<file path="src/rtl/serial_subtractor.sv">
// serial_subtractor: bit-serial WIDTH-bit subtractor computing a - b, LSB first, one bit per
// clock through a single full-subtractor cell (two half-subtractor stages plus an OR) with a
// registered borrow.
//
// Optional feature macro: SERIAL_SUB_OVF_EN
//   defined   -> overflow is the registered signed-overflow flag of the last result
//   undefined -> overflow is tied to 0 and no operand-MSB capture registers exist
//
// Ports:
//   clk        rising-edge clock
//   rst        synchronous active-high reset
//   start      request, sampled only while idle
//   a, b       minuend / subtrahend, captured on the accepting edge
//   busy       high while a subtraction is in progress
//   done       one-cycle pulse when diff/borrow_out/overflow update
//   diff       (a - b) mod 2^WIDTH, held until the next completion
//   borrow_out final borrow (a < b unsigned), held until the next completion
//   overflow   signed overflow of the last result (0 when the feature is disabled)

module serial_subtractor #(
  parameter int unsigned WIDTH = 8
) (
  input  logic             clk,
  input  logic             rst,
  input  logic             start,
  input  logic [WIDTH-1:0] a,
  input  logic [WIDTH-1:0] b,
  output logic             busy,
  output logic             done,
  output logic [WIDTH-1:0] diff,
  output logic             borrow_out,
  output logic             overflow
);

  localparam int unsigned CntW = $clog2(WIDTH + 1);

  typedef enum logic [0:0] {StIdle, StRun} state_e;

  state_e           state_q, state_d;
  logic [WIDTH-1:0] a_q, a_d, b_q, b_d;
  // Holds the WIDTH-1 bits already produced; the final bit completes the result.
  logic [WIDTH-2:0] res_q, res_d;
  logic [WIDTH-1:0] diff_q, diff_d;
  logic             br_q, br_d;
  logic             borrow_q, borrow_d;
  logic             done_q, done_d;
  logic [CntW-1:0]  cnt_q, cnt_d, cnt_inc;
  logic             last;

  // Full-subtractor cell built from two half-subtractors.
  logic a0, b0, hs1_d, hs1_b, hs2_b, d_bit, br_next;
  logic [WIDTH-1:0] res_next;

  assign a0      = a_q[0];
  assign b0      = b_q[0];
  assign hs1_d   = a0 ^ b0;
  assign hs1_b   = ~a0 & b0;
  assign d_bit   = hs1_d ^ br_q;
  assign hs2_b   = ~hs1_d & br_q;
  assign br_next = hs1_b | hs2_b;

  assign res_next = {d_bit, res_q};
  assign cnt_inc  = cnt_q + CntW'(1);
  assign last     = (cnt_inc == CntW'(WIDTH));

  always_comb begin
    state_d  = state_q;
    a_d      = a_q;
    b_d      = b_q;
    res_d    = res_q;
    diff_d   = diff_q;
    br_d     = br_q;
    borrow_d = borrow_q;
    done_d   = 1'b0;
    cnt_d    = cnt_q;
    unique case (state_q)
      StIdle: begin
        if (start) begin
          a_d     = a;
          b_d     = b;
          res_d   = '0;
          br_d    = 1'b0;
          cnt_d   = '0;
          state_d = StRun;
        end
      end
      StRun: begin
        a_d   = {1'b0, a_q[WIDTH-1:1]};
        b_d   = {1'b0, b_q[WIDTH-1:1]};
        res_d = res_next[WIDTH-1:1];
        br_d  = br_next;
        cnt_d = cnt_inc;
        if (last) begin
          diff_d   = res_next;
          borrow_d = br_next;
          done_d   = 1'b1;
          state_d  = StIdle;
        end
      end
      default: state_d = StIdle;
    endcase
  end

  always_ff @(posedge clk) begin
    if (rst) begin
      state_q  <= StIdle;
      a_q      <= '0;
      b_q      <= '0;
      res_q    <= '0;
      diff_q   <= '0;
      br_q     <= 1'b0;
      borrow_q <= 1'b0;
      done_q   <= 1'b0;
      cnt_q    <= '0;
    end else begin
      state_q  <= state_d;
      a_q      <= a_d;
      b_q      <= b_d;
      res_q    <= res_d;
      diff_q   <= diff_d;
      br_q     <= br_d;
      borrow_q <= borrow_d;
      done_q   <= done_d;
      cnt_q    <= cnt_d;
    end
  end

`ifdef SERIAL_SUB_OVF_EN
  // Operand MSBs are kept separately because the shift registers lose them during RUN.
  logic amsb_q, amsb_d, bmsb_q, bmsb_d, ovf_q, ovf_d;

  always_comb begin
    amsb_d = amsb_q;
    bmsb_d = bmsb_q;
    ovf_d  = ovf_q;
    if (state_q == StIdle && start) begin
      amsb_d = a[WIDTH-1];
      bmsb_d = b[WIDTH-1];
    end
    if (state_q == StRun && last) begin
      // d_bit is the result MSB on the final cycle.
      ovf_d = (amsb_q ^ bmsb_q) & (d_bit ^ amsb_q);
    end
  end

  always_ff @(posedge clk) begin
    if (rst) begin
      amsb_q <= 1'b0;
      bmsb_q <= 1'b0;
      ovf_q  <= 1'b0;
    end else begin
      amsb_q <= amsb_d;
      bmsb_q <= bmsb_d;
      ovf_q  <= ovf_d;
    end
  end

  assign overflow = ovf_q;
`else
  assign overflow = 1'b0;
`endif

  assign busy       = (state_q == StRun);
  assign done       = done_q;
  assign diff       = diff_q;
  assign borrow_out = borrow_q;

endmodule
</file>
<file path="config.mk">
export PLATFORM = sky130hd
export DESIGN_NAME = serial_subtractor
export DESIGN_NICKNAME = d
export VERILOG_FILES = /design/src/rtl/serial_subtractor.sv
export SDC_FILE = /design/constraint.sdc
export NUM_CORES = 1
export LEC_CHECK = 0
export BUFFER_PORTS_ARGS = -buffer_cell sky130_fd_sc_hd__buf_2
export CORE_ASPECT_RATIO = 0.7
export CORE_MARGIN = 5
export CORE_UTILIZATION = 40
export DETAILED_ROUTE_END_ITERATION = 6
export SLEW_MARGIN = 20
export SYNTH_ARGS = -nofsm -noshare
export SYNTH_HDL_FRONTEND = slang
export SYNTH_SLANG_ARGS = --single-unit
</file>
<file path="constraint.sdc">
create_clock -name clk -period 1.9 [get_ports clk]
set_input_delay 0.38 -clock clk [delete_from_list [all_inputs] [get_ports clk]]
set_output_delay 0.38 -clock clk [all_outputs]
set_load 0.02 [all_outputs]
</file>
==> flow_summary_export.csv, run 1 <==
group,metric,value,unit
run_status,status,"complete, no violations",
yosys,post_synth_num_cell_types,27,
power,leakagePower,0.868,nW
global_route,first_global_vias,1316,
critical_path,worstSetupStartpointType,"flip-flop",
floorplanning,die_width,91.5,µm
critical_path,critPathRequiredTime,2.11,ns
power,total_power,1.75,mW
timing,period_share,0.783,
detailed_routing,detail_route.wl_per_cell,12.6,µm
power,share_clk_of_total_power,0.405,
placement,port-buffer-count,29,
yosys,yosysSeqAreaShare,0.420,
placement,pre_cts_ws,0.348,ns
global_route,grt_overflow,0,
yosys,post_synth_design_cell_area,1860,µm²
timing,grt_setup_unrepaired,"false",
clock_tree,htreeDepth,2,
worst_hold_path,hp_start,"b[7]",
yosys,async_reset_ff_frac,0,
detailed_routing,antenna_nets_post_route,0,
timing,worst_slew_pin_slew,0.524,ns
layout,fillCellCount,428,
floorplanning,core,4400,µm²
critical_path,critical_path_class,"reg2reg",
floorplanning,top_level_ports,31,
timing,timing.fmax,672,MHz
layout,final_common_cell,"dfxtp_1",
layout,drive_above_1_share,0.328,
detailed_routing,vias_per_cell,4.85,
run,max_cap_violations,0,
yosys,synth.net_count,198,
clock_tree,cts_resized,0,
yosys,yosysTopAreaCellShare,0.420,
power,ir_worst_vdd,0.000374,V
yosys,synth_ff_type,"dfxtp_1",
layout,final_cell_mix,"dfxtp_1 (38), buf_2 (29), nor2_1 (26)",
clock_tree,cts-root-to-sink-buffers,2,
clock_tree,clkSlewWorstSetupHoldPaths,0.08,ns
yosys,synthCells,177,
floorplanning,initial_utilization,0.422,
critical_path,critical_path_maximum_fanout,9,
layout,finalNetCount,224,
timing,slew_violations,0,
placement,place_hpwl,2.35,mm
floorplanning,floorplan_die_area,6130,µm²
clock_tree,insertion_delay,0.29,ns
critical_path,worstReg2RegStart,"cnt_q[0]",
layout,core_occupancy_in_the_finished_layout,0.480,
clock_tree,clock_tree_from_tritoncts,"done",
detailed_routing,route.vias.total,1257,
worst_hold_path,timing.hold.worst.class,"in2reg",
global_route,grt_antenna_before_repair,0,
yosys,synth_top_area_cell,"dfxtp_1",
clock_tree,cts_made_buffers,5,
layout,area_growth,13.8,%
yosys,synth.top_cells.by_area,"dfxtp_1 (42%), mux2i_1 (13%), nand2b_1 (5.7%), mux2_2 (5.5%), nor3b_2 (5.4%)",
placement,gp_congestion,0.705,
power,power.switching,0.389,mW
power,power.share.switching,0.222,
yosys,synth.ff_latch_count,39,
timing,worst_setup_margin,0.412,ns
critical_path,category_of_the_worst_setup_path_capture_point,"flip-flop",
timing,period_needed,1.49,ns
timing,setup_viol,0,
power,internal_power,1.36,mW
timing,fin_skew,0.00369,ns
timing,max-slew-margin-rel,0.650,
global_route,grtUsageTotal,0.120,
layout,insertedDiodeCount,0,
global_route,grt_max_degree,30,
yosys,yosys_warnings,0,
yosys,synth-edff-count,0,
power,power.combinational.fraction,0.099,
detailed_routing,drc,0,
timing,setup_total_negative_slack,0,ns
clock_tree,clock-sinks,39,
floorplanning,fp.dieH,67.0,µm
power,power_density,828,nW/µm²
clock_tree,post-cts-setup-buffer-count,0,
power,p_seq_frac,0.497,
detailed_routing,routed_wirelength,3.27,mm
critical_path,timing.critical_path.from,"cnt_q[0]",
critical_path,timing.critical_path.arrival,1.70,ns
clock_tree,postCtsHoldBufs,0,
global_route,grt_first_pass_wirelength,5.98,mm
floorplanning,std_cell_rows,20,
timing,final_hold_viol_count,0,
detailed_routing,drt_iter0_drc,67,
clock_tree,cts_root_buf,"clkbuf_8",
detailed_routing,detailedRoute.firstPassIterationCount,4,
yosys,synthesis.area_per_instance,10.5,µm²
[kinds of logic after synthesis]
| kind of cell | count (synthesis) | share of synthesized area |
|---|---|---|
| AOI/OAI and AO/OA | 16 | 0.0519 |
| DFF | 39 | 0.420 |
| muxes | 40 | 0.238 |
| other | 1 | 0.00202 |
| buffers and inverters | 17 | 0.0720 |
| and+or+nand+nor | 62 | 0.199 |
| adders and majority gates | 2 | 0.0175 |
[critical path, stage by stage, from the launching register on]
cell and delay (ns):
dfxtp_1 0.45, ha_1 0.24, nand3_1 0.10, a21oi_2 0.18, buf_4 0.23, mux2i_1 0.22
[cells in the mapped netlist (2+ instances only)]
cell type / number
nor3_1: 4
nand2b_1: 17
nor2b_1: 2
nand3b_1: 2
inv_1: 2
mux2_4: 6
buf_6: 3
nor3b_2: 8
mux2i_1: 25
nor2_1: 26
a21oi_1: 10
dfxtp_1: 39
nand3_1: 2
o21ai_0: 2
buf_2: 3
buf_12: 2
buf_4: 3
mux2_2: 9
clkbuf_1: 4
[sequential cells by signal, indices dropped and copies added (netlist names)]
signal,cells
a_q,8
b_q,8
diff,8
res_q,7
cnt_q,4
borrow_out,1
br_q,1
busy,1
done,1
[layout make-up]
class / instances / area (µm²) / area share
inverter: 2 / 7.51 / 0.00355
timing repair buffer: 34 / 195 / 0.0923
multi-input combinational: 121 / 943 / 0.446
sequential: 39 / 782 / 0.370
clock buffer: 6 / 82.6 / 0.0391
tap: 55 / 68.8 / 0.0325
clock inverter: 2 / 35.0 / 0.0166
[through the flow]
step	hold WS [ns]	cells	instance area [µm²]
CTS	0.410	259	2110
detailed placement	0.461	251	2000
floorplan	0.446	177	1860
global route	0.412	259	2110
finish	0.411	259	2110
global placement	0.455	251	2000
[routing by layer]
| layer | track usage | wire length (µm) |
|---|---|---|
| met4 | 0.0330 | 28 |
| met2 | 0.189 | 1460 |
| met5 | 0 | 0 |
| met3 | 0.0406 | 164 |
| met1 | 0.156 | 1620 |
[power by group through the flow]
stage	clock network [mW]	logic [mW]	registers, mW
floorplan	0	0.152	0.877
global placement	0	0.168	0.887
detailed placement	0	0.174	0.888
CTS	0.723	0.176	0.870
global route	0.767	0.193	0.875
finish	0.708	0.173	0.869
[final timing paths]
| check | to | slack, ns | depth (start not counted) |
|---|---|---|---|
| worst max-delay path | diff[0] | 0.41 | 5 |
| worst min-delay path | b_q[7] | 0.41 | 3 |
| worst max register to register | diff[0] | 0.41 | 5 |
| worst min register to register | diff[6] | 0.47 | 2 |
(Power assumes the default switching activity.)
==> run 2: changes to the inputs <==
--- a/config.mk
+++ b/config.mk
@@ -5,6 +5,7 @@
 export SDC_FILE = /design/constraint.sdc
 export NUM_CORES = 1
 export LEC_CHECK = 0
+export ABC_AREA = 1
 export BUFFER_PORTS_ARGS = -buffer_cell sky130_fd_sc_hd__buf_2
 export CORE_ASPECT_RATIO = 0.7
 export CORE_MARGIN = 5
==> constraint.sdc (replaced) <==
create_clock -name clk -period 1.25 [get_ports clk]
set_input_delay 0.25 -clock clk [delete_from_list [all_inputs] [get_ports clk]]
set_output_delay 0.25 -clock clk [all_outputs]
set_load 0.02 [all_outputs]
==> run 2 against run 1 <==
Net effect:
- synthesized area fell by 5.1%
- non-clock buffer count up 6
- critical endpoint is now diff[4]
- first-iteration DRC count up 15%
- hold slack lost 0.19 ns
- sequential share of layout area grew 0.38 points
- via count rose by 17%
==> flow_summary_export.csv, run 2 <==
group,metric,value,unit
timing,final_hold_viol_count,0,
floorplanning,std_cell_rows,20,
critical_path,timing.reg2reg.setup_slack,0.06,ns
critical_path,category_of_the_worst_setup_path_capture_point,"flip-flop",
timing,timing.fmax,838,MHz
clock_tree,clock_tree_from_tritoncts,"done",
layout,finalNetCount,282,
global_route,grtUsageTotal,0.137,
floorplanning,core,4300,µm²
floorplanning,initial_utilization,0.410,
timing,period_needed,1.19,ns
yosys,yosysMostFrequentCell,"nand2_1",
clock_tree,cts_root_buf,"clkbuf_8",
floorplanning,fp.dieH,65.5,µm
yosys,synth.net_count,248,
detailed_routing,route.vias.total,1471,
layout,drive_above_1_share,0.275,
placement,pre_cts_ws,-0.00612,ns
global_route,grt_overflow,0,
timing,fin_skew,0.00299,ns
critical_path,timing.critical_path.arrival,1.37,ns
critical_path,worstSetupStartpointType,"flip-flop",
detailed_routing,antenna_nets_post_route,0,
yosys,synth.ff_latch_count,39,
placement,gp_congestion,0.727,
power,ir_worst_vdd,0.000575,V
layout,insertedDiodeCount,0,
yosys,post_synth_num_cell_types,27,
clock_tree,cts-root-to-sink-buffers,2,
global_route,first_global_vias,1365,
timing,slew_violations,0,
yosys,synth_top_area_cell,"dfxtp_1",
placement,total_cell_area_at_the_placement_stage,1970,µm²
clock_tree,postCtsHoldBufs,0,
global_route,grt_antenna_before_repair,0,
yosys,synth.top_cells.by_area,"dfxtp_1 (44%), nand2_1 (18%), inv_1 (4.5%), nand3_1 (4.3%), nand3_2 (4.0%)",
yosys,yosys-top-cells-count,"nand2_1 (83), dfxtp_1 (39), inv_1 (21)",
timing,period_share,0.955,
worst_hold_path,timing.hold.worst.class,"in2reg",
yosys,async_reset_ff_frac,0,
timing,worst_setup_margin,0.0560,ns
floorplanning,floorplan_die_area,5860,µm²
detailed_routing,drt_iter0_drc,77,
detailed_routing,detailedRoute.firstPassIterationCount,4,
placement,port-buffer-count,29,
yosys,post_synth_design_cell_area,1760,µm²
run_status,status,"complete, no violations",
critical_path,critical_path_maximum_fanout,19,
yosys,yosysTopAreaCellShare,0.443,
clock_tree,clkSlewWorstSetupHoldPaths,0.07,ns
global_route,grt_first_pass_wirelength,6.23,mm
clock_tree,clock-sinks,39,
critical_path,critPathRequiredTime,1.43,ns
power,leakagePower,1.05,nW
yosys,synth_ff_type,"dfxtp_1",
clock_tree,cts_made_buffers,5,
layout,post-route-cell-area,2090,µm²
yosys,yosysSeqAreaShare,0.443,
layout,final_cell_mix,"nand2_1 (82), dfxtp_1 (38), buf_2 (28)",
placement,place_hpwl,2.46,mm
critical_path,critical_path_class,"reg2reg",
clock_tree,htreeDepth,2,
floorplanning,top_level_ports,31,
clock_tree,insertion_delay,0.28,ns
power,power_density,1150,nW/µm²
detailed_routing,drc,0,
timing,setup_viol,0,
global_route,grt_max_degree,34,
detailed_routing,routed_wirelength,3.62,mm
layout,final_common_cell,"nand2_1",
yosys,synthesis.area_per_instance,7.77,µm²
yosys,synth-edff-count,0,
yosys,yosys_warnings,0,
floorplanning,die_width,89.4,µm
run,max_cap_violations,0,
layout,area_growth,18.7,%
detailed_routing,vias_per_cell,4.64,
detailed_routing,detail_route.wl_per_cell,11.4,µm
yosys,synthCells,227,
## run 2: changes by cell type in the layout (fill, tap and decap cells not counted), moves of 4 or more
cell | previous run | this run
inv_1 | 2 | 21
mux2_2 | 9 | 0
mux2_4 | 6 | 0
mux2i_1 | 25 | 0
nand2_1 | 0 | 82
nand2_2 | 0 | 10
nand2b_1 | 17 | 0
nand3_1 | 2 | 15
nand3_2 | 0 | 7
nand4_1 | 0 | 11
nor2_1 | 26 | 3
nor3_1 | 4 | 0
nor3b_2 | 8 | 0
## run 2: cells by family (layout without fill, tap and decap cells)
family | after synthesis | after routing | synth area share
fa+ha+maj | 2 | 2 | 0.0185
compound gates | 17 | 17 | 0.0596
buf+inv | 37 | 71 | 0.116
other cells | 1 | 1 | 0.00213
simple gates | 131 | 132 | 0.361
flops | 39 | 39 | 0.443
## run 2: through the flow
stage	cells	TNS, ns	hold WS, ns	utilization	total power, mW
after floorplan	227	0	0.401	-	1.52
after global placement	307	0	0.451	0.458	1.61
after detailed placement	307	-0.00699	0.462	0.458	1.61
after CTS	315	0	0.224	0.480	2.42
after global routing	317	-0.105	0.220	0.486	2.53
final	317	0	0.223	0.486	2.40
## run 2: final timing paths
kind,startpoint,to,cells past startpoint
worst max-delay path,busy,diff[4],6
worst min-delay path,b[7],b_q[7],3
worst max register to register,busy,diff[4],6
worst min register to register,br_q,br_q,2
## run 2: layout make-up
cell class	count	area (µm²)
flip-flops and latches	39	782
fillers	451	2210
multi-input cells	152	797
well taps	55	68.8
repair buffers	40	275
clock buffers	7	76.3
inverters	23	88.8
clock inverters	1	5.00
## run 2: worst max-delay path, stage by stage (launching register included)
cell and delay, ns:
dfxtp_2 0.37, buf_12 0.17, nand2_4 0.07, nor2_4 0.15, nand3_2 0.17, nand3_1 0.11
nand2_1 0.06
## run 2: what timing repair did
item,CTS,global route
setup buffers,0,1
resized for setup,3,3
cloned,0,1
pin swaps,0,1
setup endpoints to repair,11,11
## run 2: power breakdown
part	switching (mW)	internal, mW
registers	0.0219	1.28
clock network	0.423	0.392
logic	0.162	0.120
## run 2: layer usage
layer	vias to the layer above	track usage	routed length [µm]
met4	0	0.0409	33
met1	658	0.198	1900
met5	-	0	0
met2	27	0.194	1500
met3	4	0.0401	195
li1	782	-	-
